File: src/rtl/uart_tx_fifo.sv
// UART transmitter with a small input FIFO, internal baud divider,
// configurable data width, optional parity and 1 or 2 stop bits.
module uart_tx_fifo #(
   parameter int CLK_FREQ   = 100_000_000,
   parameter int BAUD_RATE  = 115200,
   parameter int DATA_BITS  = 8,
   parameter int PARITY     = 0,
   parameter int STOP_BITS  = 1,
   parameter int FIFO_DEPTH = 4
) (
   input  logic                          clk_in,
   input  logic                          nrst_in,
   input  logic                          data_valid_in,
   input  logic [DATA_BITS-1:0]          tx_data_in,
   output logic                          data_ready_out,
   output logic [$clog2(FIFO_DEPTH):0]   fifo_count_out,
   output logic                          tx_serial_out,
   output logic                          tx_busy_out,
   output logic                          tx_done_out
);

   localparam int CLKS_PER_BIT = CLK_FREQ / BAUD_RATE;
   localparam int CNT_W        = $clog2(CLKS_PER_BIT);
   localparam int PTR_W        = $clog2(FIFO_DEPTH);
   localparam int IDX_W        = $clog2(DATA_BITS);

   localparam logic [CNT_W-1:0] CNT_LAST   = CNT_W'(CLKS_PER_BIT - 1);
   localparam logic [IDX_W-1:0] IDX_LAST   = IDX_W'(DATA_BITS - 1);
   localparam logic             STOP_LAST  = (STOP_BITS == 2);
   localparam logic [PTR_W:0]   FULL_COUNT = (PTR_W + 1)'(FIFO_DEPTH);

   localparam logic [2:0] S_IDLE   = 3'd0;
   localparam logic [2:0] S_START  = 3'd1;
   localparam logic [2:0] S_DATA   = 3'd2;
   localparam logic [2:0] S_PARITY = 3'd3;
   localparam logic [2:0] S_STOP   = 3'd4;

   logic [DATA_BITS-1:0] fifo_mem [FIFO_DEPTH];
   logic [PTR_W-1:0]     wr_ptr;
   logic [PTR_W-1:0]     rd_ptr;
   logic [PTR_W:0]       count;
   logic [2:0]           state;
   logic [CNT_W-1:0]     clk_cnt;
   logic [IDX_W-1:0]     bit_idx;
   logic                 stop_cnt;
   logic [DATA_BITS-1:0] shift_reg;
   logic                 parity_bit;
   logic                 tx_reg;
   logic                 push;
   logic                 pop;
   logic                 bit_end;
   logic                 frame_end;

   assign bit_end        = (clk_cnt == CNT_LAST);
   assign frame_end      = (state == S_STOP) && (stop_cnt == STOP_LAST) && bit_end;
   assign data_ready_out = (count != FULL_COUNT);
   assign push           = data_valid_in && data_ready_out;
   // Popping at the end of the last stop bit is what gives zero-gap back-to-back frames
   assign pop            = (count != '0) && ((state == S_IDLE) || frame_end);

   assign fifo_count_out = count;
   assign tx_serial_out  = tx_reg;
   assign tx_busy_out    = (state != S_IDLE);
   assign tx_done_out    = frame_end;

   always_ff @(posedge clk_in) begin
      if (push) begin
         fifo_mem[wr_ptr] <= tx_data_in;
      end
   end

   always_ff @(posedge clk_in or negedge nrst_in) begin
      if (!nrst_in) begin
         wr_ptr <= '0;
         rd_ptr <= '0;
         count  <= '0;
      end else begin
         if (push) begin
            wr_ptr <= wr_ptr + 1'b1;
         end
         if (pop) begin
            rd_ptr <= rd_ptr + 1'b1;
         end
         case ({push, pop})
            2'b10:   count <= count + 1'b1;
            2'b01:   count <= count - 1'b1;
            default: count <= count;
         endcase
      end
   end

   // Parity is latched together with the popped word so it never sees later bus activity
   always_ff @(posedge clk_in or negedge nrst_in) begin
      if (!nrst_in) begin
         state      <= S_IDLE;
         clk_cnt    <= '0;
         bit_idx    <= '0;
         stop_cnt   <= 1'b0;
         shift_reg  <= '0;
         parity_bit <= 1'b0;
         tx_reg     <= 1'b1;
      end else begin
         clk_cnt <= bit_end ? '0 : clk_cnt + 1'b1;
         if (pop) begin
            shift_reg  <= fifo_mem[rd_ptr];
            parity_bit <= (^fifo_mem[rd_ptr]) ^ (PARITY == 2);
            tx_reg     <= 1'b0;
            clk_cnt    <= '0;
            state      <= S_START;
         end else begin
            case (state)
               S_IDLE: begin
                  tx_reg  <= 1'b1;
                  clk_cnt <= '0;
               end
               S_START: begin
                  if (bit_end) begin
                     tx_reg    <= shift_reg[0];
                     shift_reg <= shift_reg >> 1;
                     bit_idx   <= '0;
                     state     <= S_DATA;
                  end
               end
               S_DATA: begin
                  if (bit_end) begin
                     if (bit_idx == IDX_LAST) begin
                        if (PARITY != 0) begin
                           tx_reg <= parity_bit;
                           state  <= S_PARITY;
                        end else begin
                           tx_reg   <= 1'b1;
                           stop_cnt <= 1'b0;
                           state    <= S_STOP;
                        end
                     end else begin
                        tx_reg    <= shift_reg[0];
                        shift_reg <= shift_reg >> 1;
                        bit_idx   <= bit_idx + 1'b1;
                     end
                  end
               end
               S_PARITY: begin
                  if (bit_end) begin
                     tx_reg   <= 1'b1;
                     stop_cnt <= 1'b0;
                     state    <= S_STOP;
                  end
               end
               S_STOP: begin
                  if (bit_end) begin
                     if (stop_cnt == STOP_LAST) begin
                        state <= S_IDLE;
                     end else begin
                        stop_cnt <= 1'b1;
                     end
                  end
               end
               default: state <= S_IDLE;
            endcase
         end
      end
   end

endmodule

File: config.mk
export PLATFORM = sky130hd
export DESIGN_NAME = uart_tx_fifo
export DESIGN_NICKNAME = d
export VERILOG_FILES = /design/src/rtl/uart_tx_fifo.sv
export SDC_FILE = /design/constraint.sdc
export NUM_CORES = 1
export LEC_CHECK = 0
export ABC_CLOCK_PERIOD_IN_PS = 3700
export CAP_MARGIN = 20
export CORE_ASPECT_RATIO = 1.2
export CORE_UTILIZATION = 58
export CTS_BUF_LIST = sky130_fd_sc_hd__clkbuf_16
export DETAILED_ROUTE_END_ITERATION = 6
export PLACE_DENSITY = 0.78
export SLEW_MARGIN = 5
export SYNTH_ARGS = -nofsm -noshare
export SYNTH_HDL_FRONTEND = slang
export SYNTH_SLANG_ARGS = --single-unit
File: constraint.sdc
create_clock -name clk_in -period 3.7 [get_ports clk_in]
set_clock_uncertainty 0.2 [all_clocks]
set_input_delay 0.555 -clock clk_in [delete_from_list [all_inputs] [get_ports clk_in]]
set_output_delay 0.555 -clock clk_in [all_outputs]
set_load 0.005 [all_outputs]
==> results of run 1 <==
[metal layers]
metal	vias up	GRT usage, %	share of wire, %
met5	-	0	0
met4	0	13.0	3.1
met3	22	8.62	4.3
met2	48	40.7	53
met1	851	27.1	40
li1	774	-	-
[cells by family (layout without fill, tap and decap cells)]
family                   count (synthesis)  after routing  share of synthesized area [%]
AND/OR/NAND/NOR                         58             58                           12.2
flip-flops                              64             64                           61.6
XOR/XNOR                                14             14                           4.29
AO/OA/AOI/OAI                           19             19                           7.04
buffers and inverters                   16             47                           2.41
adder cells (fa/ha/maj)                  9              9                           4.20
multiplexers                            13             13                           8.27
[power by group through the flow]
stage / Combinational [W] / Clock (W) / Sequential (W)
after floorplan: 0.000142 / 0 / 0.000904
after global placement: 0.000234 / 0 / 0.000907
after detailed placement: 0.000253 / 0 / 0.000915
after CTS: 0.000262 / 0.000957 / 0.000907
after global routing: 0.000281 / 0.000987 / 0.000915
final: 0.000258 / 0.000949 / 0.000907
[Yosys cell counts (2+ instances only)]
cell      count
mux4_2        8
ha_1          8
xor2_1        4
dfrtp_1      31
a31o_2        2
and3_1       12
xnor2_1      10
inv_1        12
a221o_1       7
edfxtp_1     32
nand3_1       6
nand2_1       7
nor3_1        4
nor2_1       16
and2_1        2
mux2i_1       3
[per-stage QoR]
| step | std cells | utilization, % |
|---|---|---|
| 6_report | 282 | 73.5 |
| 3_5_place_dp | 266 | 66.3 |
| 5_1_grt | 282 | 73.5 |
| 4_1_cts | 282 | 73.5 |
| 3_3_place_gp | 266 | 66.3 |
| 2_1_floorplan | 193 | - |
[critical path, cell delays in order, from the launching register on]
cell and delay [ns]:
dfrtp_1 0.38, ha_1 0.26, nor3b_4 0.32, and3_2 0.23, and3_1 0.15, clkdlybuf4s50_1 0.49
[cell type report]
| class | instances | area (um^2) | share of cell area (%) |
|---|---|---|---|
| multi-input cells | 113 | 1030 | 30.0 |
| well taps | 58 | 72.6 | 2.12 |
| repair buffers | 18 | 178 | 5.19 |
| clock inverters | 7 | 110 | 3.21 |
| clock buffers | 9 | 225 | 6.57 |
| flip-flops and latches | 64 | 1760 | 51.5 |
| inverters | 13 | 48.8 | 1.42 |
[how the worst min path moves through the flow]
stage	start	to	slack, ns	cells after the start
2_1_floorplan	nrst_in	bit_idx[0]$_DFFE_PN0P_	0.06	0
3_3_place_gp	clk_cnt[0]$_DFF_PN0_	clk_cnt[0]$_DFF_PN0_	0.27	1
3_5_place_dp	clk_cnt[0]$_DFF_PN0_	clk_cnt[0]$_DFF_PN0_	0.29	1
4_1_cts	clk_cnt[0]$_DFF_PN0_	clk_cnt[0]$_DFF_PN0_	0.30	1
5_1_grt	clk_cnt[0]$_DFF_PN0_	clk_cnt[0]$_DFF_PN0_	0.33	1
6_report	clk_cnt[0]$_DFF_PN0_	clk_cnt[0]$_DFF_PN0_	0.29	1
==> flow_metrics.tcl, run 1 <==
set metrics [dict create \
    ys_top_cells_by_area "edfxtp_1 (34%), dfrtp_1 (27%), mux4_2 (6.3%), ha_1 (3.5%), xnor2_1 (3.1%)" \
    hold_class "reg -> reg" \
    yosysTopAreaCell "edfxtp_1" \
    num-fill-cells 288 \
    worstSetupPathType "reg -> out" \
    rsz0062_at_grt "false" \
    wl_um 5320 \
    drc 0 \
    dpl_cell_area_um2 3090 \
    hold_buffers 0 \
    clock.fmax_mhz 343 \
    reg2reg_slack_ns 0.87 \
    outcome "finished clean" \
    cts-resized-gates 0 \
    pre_cts_slack_ns 0.879 \
    grt_usage_pct 24.4 \
    coreArea_um2 4660 \
    drt_iter0_drc 95 \
    max-slew-margin-rel_pct 56.1 \
    cts.sinks 64 \
    grt_max_degree 33 \
    switching_share_pct 22.8 \
    p_int_w 0.00163 \
    endpoint "tx_done_out" \
    cap_viol_max_count 0 \
    cts_made_buffers 9 \
    fin_total_pwr_w 0.00211 \
    die_area_um2 5220 \
    final_nets 239 \
    crit_required_ns 2.94 \
    h-tree-depth 3 \
    end_kind "primary output" \
    p_per_area_nw_per_um2 617 \
    die_x_um 66.1 \
    synth-edff-count 32 \
    setup-tns-final_ns 0 \
    synthFlopType "edfxtp_1" \
    gp_congestion 0.752 \
    syn_nets 213 \
    clockBufferDepth 2 \
    start_util_pct 61.4 \
    wl_per_cell_um 18.9 \
    dpl.hpwl_um 3430 \
    overflow 0 \
    reg2reg_depth 11 \
    synth_top_area_share_pct 33.6 \
    leakage_nw 1.37 \
    cts-root-buf "clkbuf_16" \
    yosysSeqAreaShare_pct 61.6 \
    clkTransAtPathRegs_ns 0.05 \
    fp.dieH_um 78.9 \
    hold_violations 0 \
    finalMaxSlewViolations 0 \
    crit_path_max_fanout 4 \
    viasPerCell 6.01 \
    start_kind "flip-flop" \
    r2r_end "fifo_count_out[2]$_DFFE_PN0P_" \
    ys_types 45 \
    hold_ws_ns 0.292 \
    setup_viol 0 \
    layout_commonest_cell "edfxtp_1" \
    fin_crit_sh_pct 78.8 \
    fin_crit_ns 2.92 \
    ys_ff_latch 64 \
    p_clk_share_pct 44.9 \
    dr.pass1.iters 5 \
    portBuffers 17 \
    power_frac_seq_pct 42.9 \
    cts_tree "built" \
    rows 27 \
    ios 18 \
    comb_power_share_pct 12.2 \
    async_flop_share_pct 50.0 \
    synthToLayoutAreaGrowth_pct 19.8 \
    first_global_vias 1849 \
    largest_register_ff_count 32 \
    ys_warn_count 0 \
    p_switching_w 0.000483 \
    synth_area_um2 2860 \
    num_vias 1695 \
    synthCells 193 \
    layout_setup_ws_ns 0.783 \
    antenna_found_initial 0 \
    mostFrequentLayoutCells "edfxtp_1 (32), dfrtp_1 (31), clkdlybuf4s50_1 (17), nor2_1 (16)" \
    worstSetupStartpoint "clk_cnt[0]$_DFF_PN0_" \
    cp.arrival_ns 2.16 \
    tightestPinTransition_ns 0.659 \
    r2r-start "clk_cnt[0]$_DFF_PN0_" \
    postRouteAntennaNets 0 \
    post_cts_buffers 0 \
    worstSkewPairLatency_ns 0.33 \
    design_area_um2 3430 \
    grt_pass1_wl_um 8800 \
    diodes 0 \
    avgSynthCellArea_um2 14.8 \
    final_layout_size_suffix_gt1_share_pct 18.8 \
    vdd_ir_drop_max_uv 473 \
]
No activity file was read; power rests on OpenSTA's default activity.
==> run 2: changes to the inputs <==
--- a/config.mk
+++ b/config.mk
@@ -5,13 +5,13 @@
 export SDC_FILE = /design/constraint.sdc
 export NUM_CORES = 1
 export LEC_CHECK = 0
-export ABC_CLOCK_PERIOD_IN_PS = 3700
+export ABC_CLOCK_PERIOD_IN_PS = 2600
 export CAP_MARGIN = 20
 export CORE_ASPECT_RATIO = 1.2
-export CORE_UTILIZATION = 58
+export CORE_UTILIZATION = 53
 export CTS_BUF_LIST = sky130_fd_sc_hd__clkbuf_16
 export DETAILED_ROUTE_END_ITERATION = 6
-export PLACE_DENSITY = 0.78
+export PLACE_DENSITY = 0.75
 export SLEW_MARGIN = 5
 export SYNTH_ARGS = -nofsm -noshare
 export SYNTH_HDL_FRONTEND = slang
==> constraint.sdc (replaced) <==
create_clock -name clk_in -period 2.6 [get_ports clk_in]
set_clock_uncertainty 0.2 [all_clocks]
set_input_delay 0.39 -clock clk_in [delete_from_list [all_inputs] [get_ports clk_in]]
set_output_delay 0.39 -clock clk_in [all_outputs]
set_load 0.005 [all_outputs]
==> flow_metrics.tcl, run 2 (synthesis gave the netlist of run 1 again) <==
set metrics [dict create \
    r2r_end "fifo_count_out[2]$_DFFE_PN0P_" \
    worstSetupPathType "reg -> reg" \
    dr.pass1.iters 4 \
    synthToLayoutAreaGrowth_pct 22.4 \
    reg2reg_slack_ns 0.09 \
    end_kind "flip-flop" \
    vdd_ir_drop_max_uv 670 \
    fin_cells 296 \
    switching_share_pct 22.9 \
    p_int_w 0.00222 \
    max-slew-margin-rel_pct 60.0 \
    clock.fmax_mhz 399 \
    p_per_area_nw_per_um2 821 \
    r2r-start "clk_cnt[0]$_DFF_PN0_" \
    start_util_pct 56.7 \
    path_buf_inv 3 \
    worstSkewPairLatency_ns 0.32 \
    layout_commonest_cell "edfxtp_1" \
    coreArea_um2 5040 \
    final_layout_size_suffix_gt1_share_pct 22.5 \
    hold_ws_ns 0.264 \
    cap_viol_max_count 0 \
    reg2reg_depth 12 \
    largest_register_ff_count 32 \
    power_frac_seq_pct 44.7 \
    die_area_um2 5700 \
    start_kind "flip-flop" \
    postRouteAntennaNets 0 \
    comb_power_share_pct 12.6 \
    gp_congestion 0.730 \
    finalMaxSlewViolations 0 \
    cts_made_buffers 9 \
    grt_max_degree 33 \
    outcome "finished clean" \
    clockBufferDepth 2 \
    cts_tree "built" \
    h-tree-depth 3 \
    setup_viol 0 \
    clkTransAtPathRegs_ns 0.05 \
    crit_family "adder cells" \
    max_stage_delay_ns 0.38 \
    leakage_nw 1.45 \
    p_clk_share_pct 42.6 \
    p_switching_w 0.000660 \
    first_global_vias 1695 \
    cp.arrival_ns 2.55 \
    cp_cell_sequence "ha_2 -> nor3b_4 -> buf_6 -> a31o_4 -> nand2_1 -> inv_2 -> ha_1 -> inv_1 -> fa_1 -> xor2_1 -> nor2_1 -> xor2_1" \
    cts-root-buf "clkbuf_16" \
    hold_class "in -> async" \
    grt_pass1_wl_um 8220 \
    crit_path_max_fanout 4 \
    hold_buffers 0 \
    viasPerCell 5.69 \
    num_vias 1684 \
    drc 0 \
    overflow 0 \
    fin_crit_sh_pct 96.4 \
    fp.dieH_um 82.5 \
    diodes 0 \
    die_x_um 69.1 \
    ios 18 \
    fin_crit_ns 2.51 \
    crit_required_ns 2.65 \
    grt_usage_pct 19.7 \
    dpl.hpwl_um 3430 \
    tightestPinTransition_ns 0.599 \
    antenna_found_initial 0 \
    slowest_stage "dfrtp_1" \
    wl_um 5150 \
    cts.sinks 64 \
    cpMostUsedCell "xor2_1" \
    place_inst 274 \
    fin_total_pwr_w 0.00287 \
    mostFrequentLayoutCells "edfxtp_1 (32), dfrtp_1 (31), nor2_1 (16), clkdlybuf4s50_1 (16), inv_1 (15)" \
    setup-tns-final_ns 0 \
    rows 28 \
    drt_iter0_drc 77 \
    wl_per_cell_um 17.4 \
    final_nets 251 \
    portBuffers 17 \
    hold_violations 0 \
]
[run 2: how the worst max path moves through the flow]
stage / startpoint / endpoint / depth (start not counted)
global route: clk_cnt[0]$_DFF_PN0_ / fifo_count_out[2]$_DFFE_PN0P_ / 12
detailed placement: clk_cnt[0]$_DFF_PN0_ / fifo_count_out[2]$_DFFE_PN0P_ / 11
CTS: clk_cnt[3]$_DFF_PN0_ / tx_done_out / 4
global placement: clk_cnt[0]$_DFF_PN0_ / fifo_count_out[2]$_DFFE_PN0P_ / 11
finish: clk_cnt[0]$_DFF_PN0_ / fifo_count_out[2]$_DFFE_PN0P_ / 12
floorplan: clk_cnt[0]$_DFF_PN0_ / fifo_count_out[2]$_DFFE_PN0P_ / 11
[run 2: cell type report]
cell class,count,area [um^2]
clock buffers,9,225
repair buffers,30,274
multi-input cells,113,1030
inverters,13,48.8
fillers,341,1540
flip-flops and latches,64,1760
clock inverters,7,80.1
well taps,60,75.1
[run 2: power by group through the flow]
stage | clock (W) | combinational [W] | sequential [W]
finish | 0.00123 | 0.000363 | 0.00129
global route | 0.00129 | 0.000402 | 0.00130
CTS | 0.00124 | 0.000368 | 0.00129
detailed placement | 0 | 0.000367 | 0.00130
global placement | 0 | 0.000334 | 0.00129
floorplan | 0 | 0.000202 | 0.00129
[run 2: worst register-to-register path, stage by stage, from the launching register on]
cell     delay [ns]
dfrtp_1        0.38
ha_2           0.20
nor3b_4        0.21
buf_6          0.13
a31o_4         0.15
nand2_1        0.08
inv_2          0.06
ha_1           0.17
inv_1          0.06
fa_1           0.37
xor2_1         0.15
nor2_1         0.11
xor2_1         0.17
[run 2: per-stage QoR]
step	setup WS [ns]	cell area (um^2)	utilization, %
floorplan	0.0681	2860	-
global placement	0.172	3140	62.2
detailed placement	0.131	3140	62.2
CTS	0.0233	3450	68.4
global route	-0.0280	3500	69.4
finish	0.0932	3500	69.4
[run 2: per-layer routing]
| metal | global-route usage, % | wire [um] | vias to the layer above | part of all wire [%] |
|---|---|---|---|---|
| met5 | 0 | 0 | - | 0 |
| met3 | 4.85 | 141 | 9 | 2.7 |
| met4 | 11.4 | 116 | 0 | 2.3 |
| li1 | - | - | 795 | - |
| met2 | 33.9 | 2700 | 29 | 53 |
| met1 | 22.9 | 2180 | 851 | 42 |
[run 2: what timing repair did]
action / CTS / global route
pin swaps: 0 / 3
cloned: 0 / 0
setup endpoints to repair: 1 / 2
buffers inserted: 1 / 5
resized for setup: 0 / 4
==> run 3: changes to the inputs <==
--- a/config.mk
+++ b/config.mk
@@ -12,6 +12,7 @@
 export CTS_BUF_LIST = sky130_fd_sc_hd__clkbuf_16
 export DETAILED_ROUTE_END_ITERATION = 6
 export PLACE_DENSITY = 0.75
+export RECOVER_POWER = 100
 export SLEW_MARGIN = 5
 export SYNTH_ARGS = -nofsm -noshare
 export SYNTH_HDL_FRONTEND = slang
==> flow_metrics.tcl, run 3 (synthesis gave the netlist of run 1 again) <==
set metrics [dict create \
    outcome "finished clean" \
    coreArea_um2 5040 \
    cts.sinks 64 \
    wl_um 5130 \
    gp_congestion 0.730 \
    start_kind "flip-flop" \
    fin_crit_sh_pct 96.4 \
    cp.arrival_ns 2.55 \
    drc 0 \
    h-tree-depth 3 \
    dpl.hpwl_um 3430 \
    first_global_vias 1695 \
    layout_commonest_cell "edfxtp_1" \
    reg2reg_depth 12 \
    portBuffers 17 \
    grt_pass1_wl_um 8220 \
    final_layout_size_suffix_gt1_share_pct 22.5 \
    hold_path_startpoint "clk_cnt[0]$_DFF_PN0_" \
    setup-tns-final_ns 0 \
    cap_viol_max_count 0 \
    worstSkewPairLatency_ns 0.32 \
    hold_class "reg -> reg" \
    clockBufferDepth 2 \
    cts-root-buf "clkbuf_16" \
    die_area_um2 5700 \
    fp.dieH_um 82.5 \
    largest_register_ff_count 32 \
    drt_iter0_drc 77 \
    max-slew-margin-rel_pct 46.0 \
    worstSetupStartpoint "clk_cnt[0]$_DFF_PN0_" \
    start_util_pct 56.7 \
    postRouteAntennaNets 0 \
    crit_required_ns 2.65 \
    cts_made_buffers 9 \
    diodes 0 \
    leakage_nw 1.45 \
    overflow 0 \
    hold_violations 0 \
    grt_max_degree 33 \
    finalMaxSlewViolations 0 \
    hold_ws_ns 0.297 \
    mostFrequentLayoutCells "edfxtp_1 (32), dfrtp_1 (31), nor2_1 (16), inv_1 (15), and3_1 (12)" \
    fin_crit_ns 2.51 \
    cts_tree "built" \
    antenna_found_initial 0 \
    ios 18 \
    viasPerCell 5.70 \
    vdd_ir_drop_max_uv 670 \
    clkTransAtPathRegs_ns 0.05 \
    grt_usage_pct 19.7 \
    dr.pass1.iters 4 \
    final_util_pct 69.3 \
    holdPathStages 1 \
    rows 28 \
    die_x_um 69.1 \
    num_vias 1688 \
    end_kind "flip-flop" \
    p_per_area_nw_per_um2 820 \
    final_nets 251 \
    tightestPinTransition_ns 0.811 \
    worstSetupPathType "reg -> reg" \
    crit_path_max_fanout 4 \
    synthToLayoutAreaGrowth_pct 22.3 \
    wl_per_cell_um 17.3 \
    setup_viol 0 \
    clock.fmax_mhz 399 \
    r2r-start "clk_cnt[0]$_DFF_PN0_" \
]
[run 3: what timing repair did]
| item | 4_1_cts | 5_1_grt |
|---|---|---|
| cloned | 0 | 0 |
| endpoints found under the setup margin | 1 | 2 |
| pin swaps | 0 | 3 |
| setup buffers | 1 | 5 |
| resized for setup | 0 | 4 |
| hold buffers | 0 | 0 |
[run 3: layout make-up]
class	count	area [um^2]
Sequential cell	64	1760
Fill cell	341	1550
Multi-Input combinational cell	113	1030
Timing Repair Buffer	30	272
Clock buffer	9	225
Clock inverter	7	80.1
Tap cell	60	75.1
Inverter	13	48.8
[run 3: worst max-delay path: stages, from the launching register on]
cell	delay (ns)
dfrtp_1	0.38
ha_2	0.20
nor3b_4	0.21
buf_6	0.13
a31o_4	0.15
nand2_1	0.08
inv_2	0.06
ha_1	0.17
inv_1	0.06
fa_1	0.37
xor2_1	0.15
nor2_1	0.11
xor2_1	0.17
[run 3: where the power goes]
part	total, W	internal (W)	switching (W)
Combinational	0.000360	0.000168	0.000192
Sequential	0.00129	0.00122	0.0000632
Clock	0.00122	0.000822	0.000403
[run 3: path summary, 6_finish.rpt]
| path | end | slack (ns) |
|---|---|---|
| max in group asynchronous | wr_ptr[1]$_DFFE_PN0P_ | 1.21 |
| setup / recovery | fifo_count_out[2]$_DFFE_PN0P_ | 0.09 |
| hold reg to reg | clk_cnt[0]$_DFF_PN0_ | 0.30 |
| setup reg to reg | fifo_count_out[2]$_DFFE_PN0P_ | 0.09 |
| hold / removal | clk_cnt[0]$_DFF_PN0_ | 0.30 |
| min in group asynchronous | clk_cnt[9]$_DFF_PN0_ | 0.48 |
[run 3: through the flow]
stage	worst slack, ns	power (W)	cell area, um^2	std cells
detailed placement	0.131	0.00167	3140	274
finish	0.0944	0.00287	3500	296
CTS	0.0233	0.00289	3450	291
global placement	0.172	0.00162	3140	274
floorplan	0.0681	0.00149	2860	193
global route	-0.0280	0.00298	3500	296
[run 3: layer usage]
| layer | vias up | wire (um) | global-route usage, % |
|---|---|---|---|
| met5 | - | 0 | 0 |
| li1 | 795 | - | - |
| met3 | 9 | 157 | 4.85 |
| met4 | 0 | 116 | 11.4 |
| met2 | 31 | 2690 | 33.9 |
| met1 | 853 | 2170 | 22.9 |
